## src/rtl/univ_shift_reg.sv

```systemverilog
// Universal shift register: hold, shift left/right, rotate left/right,
// parallel load and clear, with a serial-shift counter that pulses
// word_done when WIDTH serial bits have been shifted through.
module univ_shift_reg #(
   parameter int                 WIDTH   = 8,
   parameter logic [WIDTH-1:0]   RST_VAL = {WIDTH{1'b0}}
) (
   input  logic                         clk,
   input  logic                         rst,
   input  logic                         en,
   input  logic [2:0]                   mode,
   input  logic                         sin_r,
   input  logic                         sin_l,
   input  logic [WIDTH-1:0]             pdata,
   output logic [WIDTH-1:0]             q,
   output logic                         sout_r,
   output logic                         sout_l,
   output logic                         word_done,
   output logic [$clog2(WIDTH+1)-1:0]   bit_cnt
);

   localparam int CW = $clog2(WIDTH + 1);
   localparam logic [CW-1:0] CNT_LAST = CW'(WIDTH - 1);

   typedef enum logic [2:0] {
      MODE_HOLD  = 3'b000,
      MODE_SHR   = 3'b001,
      MODE_SHL   = 3'b010,
      MODE_ROTR  = 3'b011,
      MODE_ROTL  = 3'b100,
      MODE_LOAD  = 3'b101,
      MODE_CLEAR = 3'b110,
      MODE_RSVD  = 3'b111
   } mode_t;

   logic [WIDTH-1:0] q_q, q_d;
   logic [CW-1:0]    bit_cnt_q, bit_cnt_d;
   logic             word_done_q, word_done_d;
   logic             is_shift;
   mode_t            mode_e;

   assign mode_e = mode_t'(mode);

   // Next-state logic for the register, the serial-shift counter and the word pulse.
   always_comb begin
      // NOTE: every signal gets a default here so no path leaves it unassigned (no latch).
      q_d         = q_q;
      bit_cnt_d   = bit_cnt_q;
      word_done_d = 1'b0;
      is_shift    = 1'b0;

      if (en) begin
         case (mode_e)
            MODE_SHR: begin
               q_d      = {sin_r, q_q[WIDTH-1:1]};
               is_shift = 1'b1;
            end
            MODE_SHL: begin
               q_d      = {q_q[WIDTH-2:0], sin_l};
               is_shift = 1'b1;
            end
            MODE_ROTR:  q_d = {q_q[0], q_q[WIDTH-1:1]};
            MODE_ROTL:  q_d = {q_q[WIDTH-2:0], q_q[WIDTH-1]};
            MODE_LOAD: begin
               q_d       = pdata;
               bit_cnt_d = '0;
            end
            MODE_CLEAR: begin
               q_d       = '0;
               bit_cnt_d = '0;
            end
            default: ; // hold and reserved keep everything as is
         endcase

         // Only serial shifts advance the count; the last bit of a word wraps it.
         if (is_shift) begin
            if (bit_cnt_q == CNT_LAST) begin
               bit_cnt_d   = '0;
               word_done_d = 1'b1;
            end else begin
               bit_cnt_d = bit_cnt_q + CW'(1);
            end
         end
      end
   end

   // State registers with asynchronous active-high reset.
   always_ff @(posedge clk or posedge rst) begin
      // NOTE: sequential state uses non-blocking assignments so all flops update together.
      if (rst) begin
         q_q         <= RST_VAL;
         bit_cnt_q   <= '0;
         word_done_q <= 1'b0;
      end else begin
         q_q         <= q_d;
         bit_cnt_q   <= bit_cnt_d;
         word_done_q <= word_done_d;
      end
   end

   assign q         = q_q;
   assign sout_r    = q_q[0];
   assign sout_l    = q_q[WIDTH-1];
   assign word_done = word_done_q;
   assign bit_cnt   = bit_cnt_q;

endmodule

```

## config.mk

```make
export PLATFORM = sky130hd
export DESIGN_NAME = univ_shift_reg
export DESIGN_NICKNAME = d
export VERILOG_FILES = /design/src/rtl/univ_shift_reg.sv
export SDC_FILE = /design/constraint.sdc
export NUM_CORES = 1
export LEC_CHECK = 0
export BUFFER_PORTS_ARGS = -buffer_cell sky130_fd_sc_hd__buf_2
export CORE_ASPECT_RATIO = 1.5
export CORE_MARGIN = 2
export CORE_UTILIZATION = 43
export CTS_CLUSTER_SIZE = 14
export DETAILED_ROUTE_END_ITERATION = 12
export PLACE_DENSITY = 0.73
export SLEW_MARGIN = 20
export SYNTH_ARGS = -nofsm -noshare
export SYNTH_HDL_FRONTEND = slang
export SYNTH_SLANG_ARGS = --single-unit
```

## constraint.sdc

```tcl
create_clock -name clk -period 1.03 [get_ports clk]
set_input_delay 0.206 -clock clk [delete_from_list [all_inputs] [get_ports clk]]
set_output_delay 0.206 -clock clk [all_outputs]
set_load 0.005 [all_outputs]
```

==> results of run 1 <==
-- per-layer routing --
| layer | track usage [%] | part of all wire [%] | routed length [um] |
|---|---|---|---|
| met4 | 8.57 | 1.7 | 50 |
| met5 | 0 | 0 | 0 |
| met1 | 27.7 | 37 | 1070 |
| met3 | 3.76 | 3.4 | 98 |
| met2 | 49.2 | 58 | 1690 |
-- layout by cell type (no fill, tap or decap), types with 2 or more instances in the layout --
cell and instances:
buf_4 29, buf_2 21, a21oi_1 17, buf_6 17
dfrtp_1 13, nor2_1 10, nand2_1 9, nand2b_1 6
o21ai_0 6, o21ai_1 4, o211ai_1 3, inv_1 3
clkbuf_4 3, o221ai_1 2, nor3_1 2
-- layout make-up --
class / instances / area (um2)
Clock inverter: 1 / 5.00
Sequential cell: 13 / 325
Timing Repair Buffer: 68 / 524
Clock buffer: 3 / 22.5
Multi-Input combinational cell: 84 / 552
Fill cell: 160 / 499
Tap cell: 22 / 27.5
Inverter: 5 / 21.3
-- worst register-to-register path, delay by kind of cell (launching register included) --
kind	cells	cell delay, ps
AND/OR/NAND/NOR	1	60
multiplexers	1	110
AO/OA/AOI/OAI	2	310
flip-flops	1	420
buffers and inverters	1	120
-- flip-flops by register name, summed over array words and instances (netlist names) --
register   flops
bit_cnt        4
q              8
word_done      1
-- metrics by stage --
step	power, W	TNS (ps)	util, %	cell area [um2]
6_report	0.00198	-1110	74.7	1480
4_1_cts	0.00191	-1080	71.6	1420
3_3_place_gp	0.00129	-1780	60.6	1200
5_1_grt	0.00211	-1970	74.7	1480
3_5_place_dp	0.00131	-2310	60.6	1200
2_1_floorplan	0.000989	-164	-	890
-- power groups by stage --
| stage | Combinational [W] | Sequential, W | Clock (W) |
|---|---|---|---|
| after floorplan | 0.000286 | 0.000702 | 0 |
| after global placement | 0.000616 | 0.000672 | 0 |
| after detailed placement | 0.000630 | 0.000676 | 0 |
| after CTS | 0.000917 | 0.000658 | 0.000332 |
| after global routing | 0.00106 | 0.000686 | 0.000360 |
| final | 0.000979 | 0.000679 | 0.000324 |
-- kinds of logic after synthesis --
kind of cell,Yosys count
multiplexers,1
XOR/XNOR,1
buffers and inverters,13
AND/OR/NAND/NOR,38
adder cells (fa/ha/maj),1
flip-flops,13
AO/OA/AOI/OAI,43
-- how the worst max path moves through the flow --
stage / to / slack [ps] / cells past startpoint
CTS: q[1] / -120 / 2
detailed placement: q[7]$_DFFE_PP0P_ / -260 / 6
global route: q[1] / -180 / 2
global placement: bit_cnt[0]$_DFFE_PP0P_ / -170 / 5
floorplan: bit_cnt[0]$_DFFE_PP0P_ / -50 / 5
finish: q[1] / -140 / 2
-- repair_timing --
action                     in CTS  in global routing
pin swaps                       4                  7
hold buffers                    1                  0
setup endpoints to repair      18                 24
hold endpoints to repair       13                  0
gates resized for setup        16                 20
buffers inserted               13                  0
==> flow_summary.json, run 1 <==
{
  "synth_commonest_cells": "18 x a21oi_1, 13 x dfrtp_1, 11 x nand2_1, 11 x nor2_1, 11 x o21ai_0",
  "share_seq_of_total_power_pct": 34.3,
  "chipWidth_um": 40.8,
  "critPathMaxStageDelay_ps": 440,
  "avgViaCountPerCell": 5.54,
  "drt_drc_violations_left": 0,
  "hp-start": "en",
  "synth_most_common_cell": "a21oi_1",
  "insertedDiodeCount": 0,
  "final.setup.worst_slack_ps": -138,
  "yosysSeqAreaShare_pct": 37.3,
  "numPortBuffers": 30,
  "cpMostUsedCell": "buf_6",
  "power.combinational.fraction_pct": 49.4,
  "placedCellCount": 179,
  "run_status": "complete, but fails checks",
  "hold_violations": 0,
  "synth_xor_xnor_area_share_pct": 1.00,
  "hold_depth": 3,
  "netlist-cell-type-count": 30,
  "synthToLayoutAreaGrowth_pct": 69.4,
  "final_nets": 192,
  "netlist.top_cell.by_area": "dfrtp_1",
  "clock_power_share_pct": 16.3,
  "fp.dieArea_um2": 2410,
  "detail_route.wl_per_cell_um": 14.8,
  "synth-warning-count": 0,
  "critPathMaxFanout": 4,
  "simple_gate_share_of_the_synthesized_area_pct": 22.1,
  "dominantRegCellSynth": "dfrtp_1",
  "path_cells": "buf_6 -> buf_6",
  "worstHoldPathType": "in2reg",
  "timing.final.setup_violations": 14,
  "vias": 1086,
  "numClockSinks": 13,
  "wire_length_of_the_first_global_routing_pass_um": 4330,
  "detail-route-antenna-nets": 0,
  "groute.usage.overall_pct": 26.3,
  "dieHeight_um": 59.2,
  "power.density_nw_per_um2": 1340,
  "clock-skew-final_ps": 6.07,
  "coreArea_um2": 1980,
  "worst-slew-pin-transition_ps": 514,
  "synth_top_family_by_area": "compound AO/OA/AOI/OAI gates",
  "intPower_w": 0.00131,
  "synth_enable_flop_cells": 0,
  "reg2regPathDepth": 5,
  "start_to_end_type_of_the_worst_setup_path": "reg2out",
  "placement_rows": 20,
  "synth.cell_area_um2": 872,
  "timing.hold.worst_endpoint": "q[7]$_DFFE_PP0P_",
  "syn_nets": 127,
  "cts.clk_slew.worst_paths_ps": 90,
  "clock_tree.htree_level_count": 1,
  "final.hold.worst_slack_ps": 277,
  "arrival_ps": 960,
  "final_max_slew_viol_count": 0,
  "cts_buffers": 3,
  "gp_congestion": 0.817,
  "post_route_cells_drive_above_1_share_pct": 48.9,
  "vdd_drop_max_mv": 0.992,
  "timing.rr.start": "q[7]$_DFFE_PP0P_",
  "syn_inst": 110,
  "cts-root-buf": "clkbuf_4",
  "adder_cell_fraction_of_synth_area_pct": 1.43,
  "num_ports": 31,
  "critPathCaptureType": "primary output",
  "crit_required_ps": 820,
  "net_switching_power_figure_w": 0.000671,
  "synth.area.mux_share_pct": 1.15,
  "worst_setup_path_startpoint": "q[1]$_DFFE_PP0P_",
  "power.share.switching_pct": 33.9,
  "setup_slack_of_the_worst_register_to_register_path_ps": -110,
  "cts_tree": "built",
  "max_clock_freq_mhz": 856,
  "timing.critical_path.max_delay_family": "flip-flops",
  "start_util_pct": 44.1,
  "drt_first_iter_violations": 24,
  "synth_top_cells_by_area": "dfrtp_1 37%, a21oi_1 10%, o21ai_0 6.3%",
  "min_period_over_period_pct": 113,
  "grt_start_max_net_pins": 14,
  "post-synth-top-area-fraction_pct": 37.3,
  "post_synth.cell_area_avg_um2": 7.93,
  "placement.setup.worst_slack_ps": -259,
  "antenna_found_initial": 0,
  "timing.max_cap.violations": 0,
  "post-dp-hpwl_um": 1900,
  "cp.buffers_inverters": 2,
  "worstSetupStartpointType": "register",
  "route.final.wire_length_um": 2910,
  "p_leak_nw": 0.714,
  "drt_pass1_iterations": 4,
  "synth-compound-area-share_pct": 29.1,
  "grt_setup_unrepaired": "true",
  "yosys_register_bits": 13,
  "critical_r2r_capture": "q[0]$_DFFE_PP0P_",
  "violations_in_the_final_reports": "negative setup slack",
  "async_reset_ff_share_pct": 100,
  "insertion_delay_ps": 280,
  "layout.cells.non_filler": 196,
  "grt-ovfl-total": 0,
  "number_of_global_route_vias_before_repair": 1069,
  "cts.path.max_buffers": 2,
  "timing.final.crit_period_ps": 1170,
  "crit_slowest_cell": "dfrtp_1",
  "max-slew-margin-rel_pct": 65.7
}
No activity file was read; power rests on OpenSTA's default activity.
==> run 2, diff against run 1 <==
--- a/config.mk
+++ b/config.mk
@@ -6,12 +6,12 @@
 export NUM_CORES = 1
 export LEC_CHECK = 0
 export BUFFER_PORTS_ARGS = -buffer_cell sky130_fd_sc_hd__buf_2
-export CORE_ASPECT_RATIO = 1.5
 export CORE_MARGIN = 2
-export CORE_UTILIZATION = 43
+export CORE_UTILIZATION = 46
+export CTS_BUF_LIST = sky130_fd_sc_hd__clkbuf_2 sky130_fd_sc_hd__clkbuf_4 sky130_fd_sc_hd__clkbuf_8
 export CTS_CLUSTER_SIZE = 14
 export DETAILED_ROUTE_END_ITERATION = 12
-export PLACE_DENSITY = 0.73
+export PLACE_DENSITY = 0.78
 export SLEW_MARGIN = 20
 export SYNTH_ARGS = -nofsm -noshare
 export SYNTH_HDL_FRONTEND = slang
==> run 2 against run 1 <==
  * The run still ends with negative setup slack left
  * Worst setup slack worse by 35 ps
  * Power up 0.23%
  * First-iteration DRC count rose to 2.8 times the previous value
  * Sequential power up 0.6%
  * Final area down 0.68%
  * Register-to-register slack worse by 60 ps
  * Clock power up 12%
  * Worst hold slack worse by 3.6 ps
  * Critical path depth up 2
  * Global-route usage up 0.93 points
  * Via count up 4.5%
  * Critical path type is now reg2reg
  * Largest power group unchanged
==> flow_summary.json, run 2 (synthesized netlist as in run 1, its figures left out) <==
{
  "cts_tree": "built",
  "violations_in_the_final_reports": "negative setup slack",
  "crit_required_ps": 1200,
  "grt-ovfl-total": 0,
  "groute.usage.overall_pct": 27.2,
  "max-slew-margin-rel_pct": 73.8,
  "detail_route.wl_per_cell_um": 17.6,
  "power.share.switching_pct": 34.7,
  "route.final.wire_length_um": 3440,
  "timing.final.crit_period_ps": 1200,
  "start_util_pct": 49.4,
  "arrival_ps": 1370,
  "cts.clk_slew.worst_paths_ps": 80,
  "worstSetupStartpointType": "register",
  "num_ports": 31,
  "path_cells": "ha_4 -> nand2_4 -> nand4_1 -> o31ai_1",
  "numClockSinks": 13,
  "final.setup.worst_slack_ps": -174,
  "net_switching_power_figure_w": 0.000690,
  "timing.critical_path.max_delay_family": "flip-flops",
  "crit_slowest_cell": "dfrtp_2",
  "worst-slew-pin-transition_ps": 391,
  "start_to_end_type_of_the_worst_setup_path": "reg2reg",
  "cp.buffers_inverters": 0,
  "post_route_cells_drive_above_1_share_pct": 53.5,
  "power.combinational.fraction_pct": 47.3,
  "timing.max_cap.violations": 0,
  "min_period_over_period_pct": 117,
  "dieHeight_um": 47.5,
  "number_of_global_route_vias_before_repair": 986,
  "hold_violations": 0,
  "insertion_delay_ps": 280,
  "critPathMaxFanout": 4,
  "final_nets": 188,
  "finish.utilization_pct": 83.2,
  "clock_tree.htree_level_count": 1,
  "worstHoldPathType": "in2reg",
  "chipWidth_um": 47.5,
  "p_total_w": 0.00199,
  "placement_rows": 15,
  "p_leak_nw": 0.687,
  "coreArea_um2": 1760,
  "grt_start_max_net_pins": 14,
  "share_seq_of_total_power_pct": 34.4,
  "synthToLayoutAreaGrowth_pct": 68.3,
  "drt_drc_violations_left": 0,
  "avgViaCountPerCell": 5.82,
  "largest_register_ff_count": 8,
  "run_status": "complete, but fails checks",
  "num-fill-cells": 117,
  "clock_power_share_pct": 18.3,
  "drt_pass1_iterations": 6,
  "antenna_found_initial": 0,
  "power.density_nw_per_um2": 1350,
  "vias": 1135,
  "setup_tns_ps": -1350,
  "cts-root-buf": "clkbuf_4",
  "mostFrequentLayoutCells": "27 x buf_4, 21 x buf_2, 14 x buf_6",
  "clock-skew-final_ps": 7.95,
  "final_common_cell": "buf_4",
  "setup_slack_of_the_worst_register_to_register_path_ps": -170,
  "cts_buffers": 3,
  "grt_setup_unrepaired": "true",
  "critPathMaxStageDelay_ps": 460,
  "cts.path.max_buffers": 2,
  "timing.final.setup_violations": 16,
  "drt_first_iter_violations": 67,
  "gp_congestion": 0.880,
  "post-dp-hpwl_um": 1710,
  "final_max_slew_viol_count": 0,
  "wire_length_of_the_first_global_routing_pass_um": 4310,
  "fp.dieArea_um2": 2260,
  "numPortBuffers": 30,
  "vdd_drop_max_mv": 0.889,
  "intPower_w": 0.00130,
  "detail-route-antenna-nets": 0,
  "max_clock_freq_mhz": 831,
  "critPathCaptureType": "register",
  "insertedDiodeCount": 0
}
run 2: worst paths after layout:
path	end	cells past startpoint	from
max	bit_cnt[3]$_DFFE_PP0P_	4	bit_cnt[0]$_DFFE_PP0P_
min	q[2]$_DFFE_PP0P_	3	pdata[2]
max reg2reg	bit_cnt[3]$_DFFE_PP0P_	4	bit_cnt[0]$_DFFE_PP0P_
min reg2reg	q[2]$_DFFE_PP0P_	2	q[2]$_DFFE_PP0P_
max in group asynchronous	bit_cnt[0]$_DFFE_PP0P_	4	rst
min in group asynchronous	q[3]$_DFFE_PP0P_	4	rst
run 2: routing by layer:
layer | vias up | global-route usage, % | routed length, um
met5 | - | 0 | 0
met4 | 0 | 8.65 | 142
met3 | 16 | 3.40 | 285
met2 | 79 | 46.2 | 1620
met1 | 526 | 36.1 | 1390
li1 | 514 | - | -
run 2: area by class of cell:
| class | count | area (um2) | area share, % |
|---|---|---|---|
| inverter | 5 | 18.8 | 1.28 |
| sequential | 13 | 328 | 22.3 |
| tap | 25 | 31.3 | 2.13 |
| timing repair buffer | 64 | 483 | 32.9 |
| clock buffer | 4 | 30.0 | 2.05 |
| multi-input combinational | 84 | 577 | 39.3 |
run 2: what timing repair did:
action	4_1_cts	5_1_grt
endpoints found under the hold margin	13	0
resized for setup	16	26
pin swaps	6	8
endpoints found under the setup margin	21	27
hold buffers	1	0
buffers inserted	11	0
run 2: per-stage QoR:
stage	cell area (um2)	hold slack (ps)	setup WS, ps	instances
final	1470	273	-174	195
after global routing	1470	306	-228	195
after CTS	1370	290	-137	195
after detailed placement	1180	204	-213	179
after global placement	1180	202	-165	179
after floorplan	890	83.0	-54.1	110
run 2: worst register-to-register path, cell delays in order (launching register included):
cell and delay (ps):
dfrtp_2 460, ha_4 190, nand2_4 80, nand4_1 80, o31ai_1 290
run 2: power by group through the flow:
stage               sequential (W)  clock, W  combinational [W]
global route              0.000694  0.000386            0.00102
global placement          0.000686         0           0.000555
floorplan                 0.000702         0           0.000286
detailed placement        0.000693         0           0.000572
CTS                       0.000663  0.000361           0.000812
finish                    0.000683  0.000364           0.000939
